**src/rtl/simon_pkg.sv**
```systemverilog
// Shared types and defaults for the SIMON streaming controller.
package simon_pkg;
  localparam int DEF_N = 24;
  localparam int DEF_M = 4;

  typedef enum logic [2:0] {
    ST_IDLE,
    ST_KEY,
    ST_LOAD,
    ST_RUN,
    ST_READ,
    ST_DRAIN
  } state_t;

  typedef logic [2*DEF_N-1:0] block_t;
endpackage

```
**src/rtl/simon_out_fifo.sv**
```systemverilog
// Two-entry result buffer holding {mode, block} between the core and the output stream.
module simon_out_fifo #(
  parameter int W = 49
) (
  input  logic         clk,
  input  logic         nR,
  input  logic         push,
  input  logic [W-1:0] wrData,
  input  logic         pop,
  output logic [W-1:0] rdData,
  output logic         notEmpty,
  output logic [1:0]   count
);
  logic [W-1:0] mem [2];
  logic         wrPtr;
  logic         rdPtr;
  logic         wrEn;
  logic         rdEn;

  // Guards keep the pointers coherent even if a caller misbehaves.
  assign wrEn     = push && (count != 2'd2);
  assign rdEn     = pop && (count != 2'd0);
  assign rdData   = mem[rdPtr];
  assign notEmpty = (count != 2'd0);

  always_ff @(posedge clk or negedge nR) begin
    if (!nR) begin
      wrPtr <= 1'b0;
      rdPtr <= 1'b0;
      count <= 2'd0;
    end else begin
      if (wrEn) wrPtr <= ~wrPtr;
      if (rdEn) rdPtr <= ~rdPtr;
      case ({wrEn, rdEn})
        2'b10:   count <= count + 2'd1;
        2'b01:   count <= count - 2'd1;
        default: count <= count;
      endcase
    end
  end

  always_ff @(posedge clk) begin
    if (wrEn) mem[wrPtr] <= wrData;
  end
endmodule

```
**src/rtl/simon_stream_ctrl.sv**
```systemverilog
// Stream front-end for a SIMON block-cipher core: key/block handshakes, core sequencing,
// run timeout and a two-entry result buffer.
module simon_stream_ctrl
  import simon_pkg::*;
#(
  parameter int N       = DEF_N,
  parameter int M       = DEF_M,
  parameter int TIMEOUT = 255
) (
  input  logic           clk,
  input  logic           nR,
  input  logic           s_valid,
  output logic           s_ready,
  input  logic [2*N-1:0] s_data,
  input  logic           s_enc_dec,
  input  logic           k_valid,
  output logic           k_ready,
  input  logic [M*N-1:0] k_data,
  output logic           m_valid,
  input  logic           m_ready,
  output logic [2*N-1:0] m_data,
  output logic           m_enc_dec,
  output logic           newData,
  output logic           newKey,
  output logic           enc_dec,
  output logic           readData,
  output logic [2*N-1:0] blockIN,
  output logic [M*N-1:0] KEY,
  input  logic           loadData,
  input  logic           loadKey,
  input  logic           doneData,
  input  logic [2*N-1:0] outData,
  output logic           busy,
  output logic           err,
  output logic [15:0]    blk_count
);
  localparam int TW = $clog2(TIMEOUT + 1);

  state_t        state;
  logic [TW-1:0] tmo;
  logic          fifoPush;
  logic          fifoPop;
  logic [1:0]    fifoCount;

  // Key has priority, so s_ready drops while a key is offered to keep the handshake honest.
  assign busy     = (state != ST_IDLE);
  assign k_ready  = (state == ST_IDLE);
  assign s_ready  = (state == ST_IDLE) && (fifoCount != 2'd2) && !k_valid;
  assign fifoPush = (state == ST_READ);
  assign fifoPop  = m_valid && m_ready;

  always_ff @(posedge clk or negedge nR) begin
    if (!nR) begin
      state     <= ST_IDLE;
      newData   <= 1'b0;
      newKey    <= 1'b0;
      readData  <= 1'b0;
      enc_dec   <= 1'b1;
      blockIN   <= '0;
      KEY       <= '0;
      err       <= 1'b0;
      tmo       <= '0;
      blk_count <= 16'd0;
    end else begin
      case (state)
        ST_IDLE: begin
          if (k_valid) begin
            KEY    <= k_data;
            newKey <= 1'b1;
            state  <= ST_KEY;
          end else if (s_valid && s_ready) begin
            blockIN <= s_data;
            enc_dec <= s_enc_dec;
            newData <= 1'b1;
            state   <= ST_LOAD;
          end
        end
        ST_KEY: begin
          if (loadKey) begin
            newKey <= 1'b0;
            state  <= ST_IDLE;
          end
        end
        ST_LOAD: begin
          if (loadData) begin
            newData <= 1'b0;
            tmo     <= '0;
            state   <= ST_RUN;
          end
        end
        ST_RUN: begin
          if (doneData) begin
            readData <= 1'b1;
            state    <= ST_READ;
          end else if (tmo == TW'(TIMEOUT - 1)) begin
            // Core never finished: flag it and drop the block.
            err   <= 1'b1;
            state <= ST_IDLE;
          end else begin
            tmo <= tmo + 1'b1;
          end
        end
        ST_READ: begin
          readData  <= 1'b0;
          blk_count <= blk_count + 16'd1;
          state     <= ST_DRAIN;
        end
        ST_DRAIN: begin
          if (!doneData) state <= ST_IDLE;
        end
        default: state <= ST_IDLE;
      endcase
    end
  end

  simon_out_fifo #(.W(2 * N + 1)) u_fifo (
    .clk      (clk),
    .nR       (nR),
    .push     (fifoPush),
    .wrData   ({enc_dec, outData}),
    .pop      (fifoPop),
    .rdData   ({m_enc_dec, m_data}),
    .notEmpty (m_valid),
    .count    (fifoCount)
  );
endmodule

```
**config.mk**
```make
export PLATFORM = sky130hd
export DESIGN_NAME = simon_stream_ctrl
export DESIGN_NICKNAME = d
export VERILOG_FILES = /design/src/rtl/simon_pkg.sv /design/src/rtl/simon_out_fifo.sv /design/src/rtl/simon_stream_ctrl.sv
export SDC_FILE = /design/constraint.sdc
export NUM_CORES = 1
export LEC_CHECK = 0
export ABC_AREA = 1
export CORE_MARGIN = 2
export CORE_UTILIZATION = 40
export DETAILED_ROUTE_END_ITERATION = 10
export GPL_TIMING_DRIVEN = 0
export PLACE_DENSITY = 0.74
export SETUP_SLACK_MARGIN = 0.3
export SYNTH_ARGS = -nofsm -noshare
export SYNTH_HDL_FRONTEND = slang
export SYNTH_SLANG_ARGS = --single-unit
```
**constraint.sdc**
```tcl
create_clock -name clk -period 10.5 [get_ports clk]
set_input_delay 2.625 -clock clk [delete_from_list [all_inputs] [get_ports clk]]
set_output_delay 2.625 -clock clk [all_outputs]
set_load 0.1 [all_outputs]
```
==> metrics.txt, run 1 <==
# TYPE chip_impl_metric gauge
chip_impl_metric{name="synth.ff_latch_count",unit=""} 278
chip_impl_metric{name="worst_clock_skew",unit="ps"} 18.8
chip_impl_metric{name="rr_worst_depth",unit=""} 7
chip_impl_metric{name="io_buffer_count",unit=""} 417
chip_impl_metric{name="die_h",unit="um"} 171
chip_impl_info{name="hold_path.class",value="reg2reg"} 1
chip_impl_info{name="grt_setup_unrepaired",value="no"} 1
chip_impl_info{name="clock_tree_from_tritoncts",value="built"} 1
chip_impl_metric{name="cts.clk_slew.worst_paths",unit="ps"} 60
chip_impl_metric{name="drt_first_iter_violations",unit=""} 590
chip_impl_metric{name="cts_repair_resize_count",unit=""} 0
chip_impl_metric{name="finish.net_count",unit=""} 1810
chip_impl_metric{name="cts_hold_repair.buffers",unit=""} 0
chip_impl_metric{name="first_global_vias",unit=""} 9475
chip_impl_metric{name="synthMuxAreaShare",unit=""} 0
chip_impl_info{name="synth_top_cells_by_count",value="633 x sky130_fd_sc_hd__nand2_1, 179 x sky130_fd_sc_hd__dfrtp_1, 98 x sky130_fd_sc_hd__edfxtp_1, 69 x sky130_fd_sc_hd__nand3_1, 34 x sky130_fd_sc_hd__inv_1"} 1
chip_impl_metric{name="synth_enable_flop_cells",unit=""} 98
chip_impl_metric{name="io_pins",unit=""} 419
chip_impl_metric{name="yosysWarningCount",unit=""} 0
chip_impl_metric{name="floorplan.core_area",unit="um^2"} 27100
chip_impl_info{name="worst_hold_path_startpoint",value="blockIN[13]"} 1
chip_impl_metric{name="ctsHtreeMaxLevel",unit=""} 1
chip_impl_metric{name="fp.dieArea",unit="um^2"} 29100
chip_impl_metric{name="cts.path.max_buffers",unit=""} 3
chip_impl_metric{name="post_layout_cell_count",unit=""} 2004
chip_impl_info{name="synthMostInstantiatedCell",value="sky130_fd_sc_hd__nand2_1"} 1
chip_impl_metric{name="hold_depth",unit=""} 2
chip_impl_metric{name="post-route-period-util",unit=""} 0.725
chip_impl_metric{name="synth_area_per_cell",unit="um^2"} 9.62
chip_impl_metric{name="vias",unit=""} 9312
chip_impl_metric{name="initial_antenna_violation_count",unit=""} 7
chip_impl_metric{name="post_synthesis_instance_area",unit="um^2"} 11100
chip_impl_info{name="start_kind",value="primary input"} 1
chip_impl_metric{name="critical_path_arrival",unit="ps"} 4990
chip_impl_metric{name="total_length_of_routed_wires",unit="um"} 33900
chip_impl_info{name="timing.setup.critical_path_class",value="in2out"} 1
chip_impl_metric{name="period_needed",unit="ps"} 7610
chip_impl_metric{name="final_setup_viols",unit=""} 0
chip_impl_metric{name="max_cap_viol_count",unit=""} 0
chip_impl_metric{name="synth_simple_gate_area_frac",unit=""} 0.264
chip_impl_metric{name="numCtsBuffers",unit=""} 30
chip_impl_info{name="synth_area_leader_cell",value="sky130_fd_sc_hd__dfrtp_1"} 1
chip_impl_metric{name="hold_viol_final",unit=""} 0
chip_impl_info{name="rr_startpoint",value="state[1]"} 1
chip_impl_metric{name="finish.utilization",unit=""} 0.620
chip_impl_info{name="regToRegEndpoint",value="u_fifo.mem[1][4]"} 1
chip_impl_metric{name="fin_area",unit="um^2"} 16800
chip_impl_metric{name="achievable-frequency",unit="MHz"} 131
chip_impl_metric{name="drive_above_1_share",unit=""} 0.0597
chip_impl_metric{name="synthDominantCellAreaShare",unit=""} 0.404
chip_impl_metric{name="timing.max_slew.rel_slack",unit=""} 0.267
chip_impl_metric{name="grt_pass1_wl",unit="um"} 51300
chip_impl_metric{name="route.detailed.drc",unit=""} 0
chip_impl_metric{name="seq_area_frac_synth",unit=""} 0.672
chip_impl_metric{name="rows",unit=""} 60
chip_impl_metric{name="placed_area",unit="um^2"} 15800
chip_impl_metric{name="clock_sinks",unit=""} 278
chip_impl_metric{name="synth.distinct_cells",unit=""} 30
chip_impl_metric{name="synth.net_count",unit=""} 1358
chip_impl_info{name="ys.flop_type",value="sky130_fd_sc_hd__dfrtp_1"} 1
chip_impl_metric{name="hold_ws",unit="ps"} 472
chip_impl_info{name="holdPathEnd",value="blockIN[13]"} 1
chip_impl_metric{name="drtPass1Iterations",unit=""} 5
chip_impl_metric{name="dpl.hpwl",unit="um"} 25100
chip_impl_info{name="setup.worst_path.end_class",value="output pin"} 1
chip_impl_metric{name="slew_viol_final",unit=""} 0
chip_impl_info{name="run_status",value="complete, no violations"} 1
chip_impl_metric{name="largest_net_degree_at_the_start_of_global_routing",unit=""} 94
chip_impl_metric{name="floorplan.initialDensity",unit=""} 0.409
chip_impl_metric{name="ant_nets",unit=""} 0
chip_impl_metric{name="synthesized_area_fraction_occupied_by_adder_cells",unit=""} 0.00451
chip_impl_metric{name="syn_inst",unit=""} 1153
chip_impl_metric{name="grtUsageTotal",unit=""} 0.229
chip_impl_metric{name="reg2reg_setup_slack",unit="ps"} 8080
chip_impl_metric{name="synthArstFlopShare",unit=""} 0.647
chip_impl_metric{name="yosys.area_share.xor_xnor",unit=""} 0.0118
chip_impl_metric{name="synth_compound_area_frac",unit=""} 0.0108
chip_impl_metric{name="viasPerCell",unit=""} 4.65
chip_impl_metric{name="wl_per_cell",unit="um"} 16.9
chip_impl_info{name="synth_top_family_by_area",value="simple AND/OR/NAND/NOR gates"} 1
chip_impl_metric{name="placer_congestion_estimate",unit=""} 0.876
chip_impl_metric{name="dpl.cell_count",unit=""} 1945
chip_impl_info{name="clock-root-buffer",value="sky130_fd_sc_hd__clkbuf_16"} 1
chip_impl_metric{name="critical_path_required",unit="ps"} 7880
chip_impl_metric{name="die_x_extent",unit="um"} 171
chip_impl_metric{name="clock_insertion_delay_worst_skew",unit="ps"} 560
chip_impl_metric{name="tightest_slew",unit="ps"} 1100
chip_impl_metric{name="grt_remaining_overflow",unit=""} 0
chip_impl_metric{name="layout-area-overhead-vs-synth",unit="%"} 51.6
chip_impl_metric{name="cts.repair_timing.setup_buffer_count",unit=""} 0
chip_impl_metric{name="crit_path_max_fanout",unit=""} 10
chip_impl_info{name="synth.top_cells.by_area",value="sky130_fd_sc_hd__dfrtp_1 40%, sky130_fd_sc_hd__edfxtp_1 27%, sky130_fd_sc_hd__nand2_1 21%"} 1
routing by layer:
layer | track usage | routed length [um] | up-vias
li1 | - | - | 4534
met1 | 0.250 | 12400 | 4361
met2 | 0.393 | 16300 | 344
met3 | 0.0995 | 3730 | 71
met4 | 0.0884 | 1400 | 2
met5 | 0 | 13 | -
cells in the final DEF, fill, tap and decap left out, drive strengths merged:
master and count:
clkdlybuf4s50 416, clkinv 11, inv 38, ha 4
buf 40, nand2 635, nand3b 1, xor2 10
xnor2 5, diode 6, clkinvlp 3, or2 1
a21oi 2, nor2 34, edfxtp 98, nand3 69
bufinv 3, dfrtp 179, nor3 1, o21bai 2
dfstp 1, a31oi 1, clkbuf 50, o21ai 16
o311ai 1, nand4 5
state kept, by name (all words and copies together) (netlist names):
name and cells:
u_fifo.count 2, readData 1, newData 1, state 3
u_fifo.rdPtr 1, u_fifo.mem 98, tmo 8, KEY 96
blockIN 48, enc_dec 1, u_fifo.wrPtr 1, err 1
blk_count 16, newKey 1
per-stage QoR:
stage / setup WS, ps / setup TNS [ps]
2_1_floorplan: 4420 / 0
3_3_place_gp: -965 / -168300
3_5_place_dp: 2860 / 0
4_1_cts: 2870 / 0
5_1_grt: 2760 / 0
6_report: 2890 / 0
kinds of logic (layout without fill, tap and decap cells):
| group | count (synthesis) | after routing |
|---|---|---|
| other | 0 | 6 |
| buffers and inverters | 88 | 561 |
| DFF | 278 | 278 |
| AOI/OAI and AO/OA | 22 | 22 |
| xor gates and xnor gates | 15 | 15 |
| and+or+nand+nor | 746 | 746 |
| adders and majority gates | 4 | 4 |
area by class of cell:
type / instances / area, um^2
Clock buffer: 36 / 803
Antenna cell: 6 / 15.0
Clock inverter: 17 / 173
Tap cell: 372 / 465
Timing Repair Buffer: 420 / 4250
Inverter: 38 / 143
Fill cell: 2201 / 10300
Multi-Input combinational cell: 787 / 3250
Buffer: 50 / 270
Sequential cell: 278 / 7450
worst max path at each step:
stage          slack [ps]     from       to
2_1_floorplan        4420  k_valid  s_ready
3_3_place_gp         -960       nR  KEY[22]
3_5_place_dp         2860  k_valid  s_ready
4_1_cts              2870  k_valid  s_ready
5_1_grt              2760  k_valid  s_ready
6_report             2890  k_valid  s_ready
worst max-delay path, cell delays in order:
cell and delay, ps:
sky130_fd_sc_hd__clkdlybuf4s50_1 460, sky130_fd_sc_hd__inv_1 90, sky130_fd_sc_hd__nand3_1 130, sky130_fd_sc_hd__nor2_2 240, sky130_fd_sc_hd__buf_2 270, sky130_fd_sc_hd__clkdlybuf4s50_1 1170
Power of run 1 is not shown: default switching activity piles up to over one toggle a cycle in this logic, so the estimate is an artifact.
==> run 2, diff against run 1 <==
==> constraint.sdc (replaced) <==
create_clock -name clk -period 7.3 [get_ports clk]
set_input_delay 1.825 -clock clk [delete_from_list [all_inputs] [get_ports clk]]
set_output_delay 1.825 -clock clk [all_outputs]
set_load 0.1 [all_outputs]
==> results of run 2 <==
Same layout as run 1 (identical final DEF). Status: complete, no violations.
Among the figures that moved: setup slack after placement 2860 ps -> 1260 ps; setup slack after layout 2890 ps -> 1290 ps; register-to-register setup slack 8080 ps -> 4880 ps
Power of run 2 is left out for the same reason.
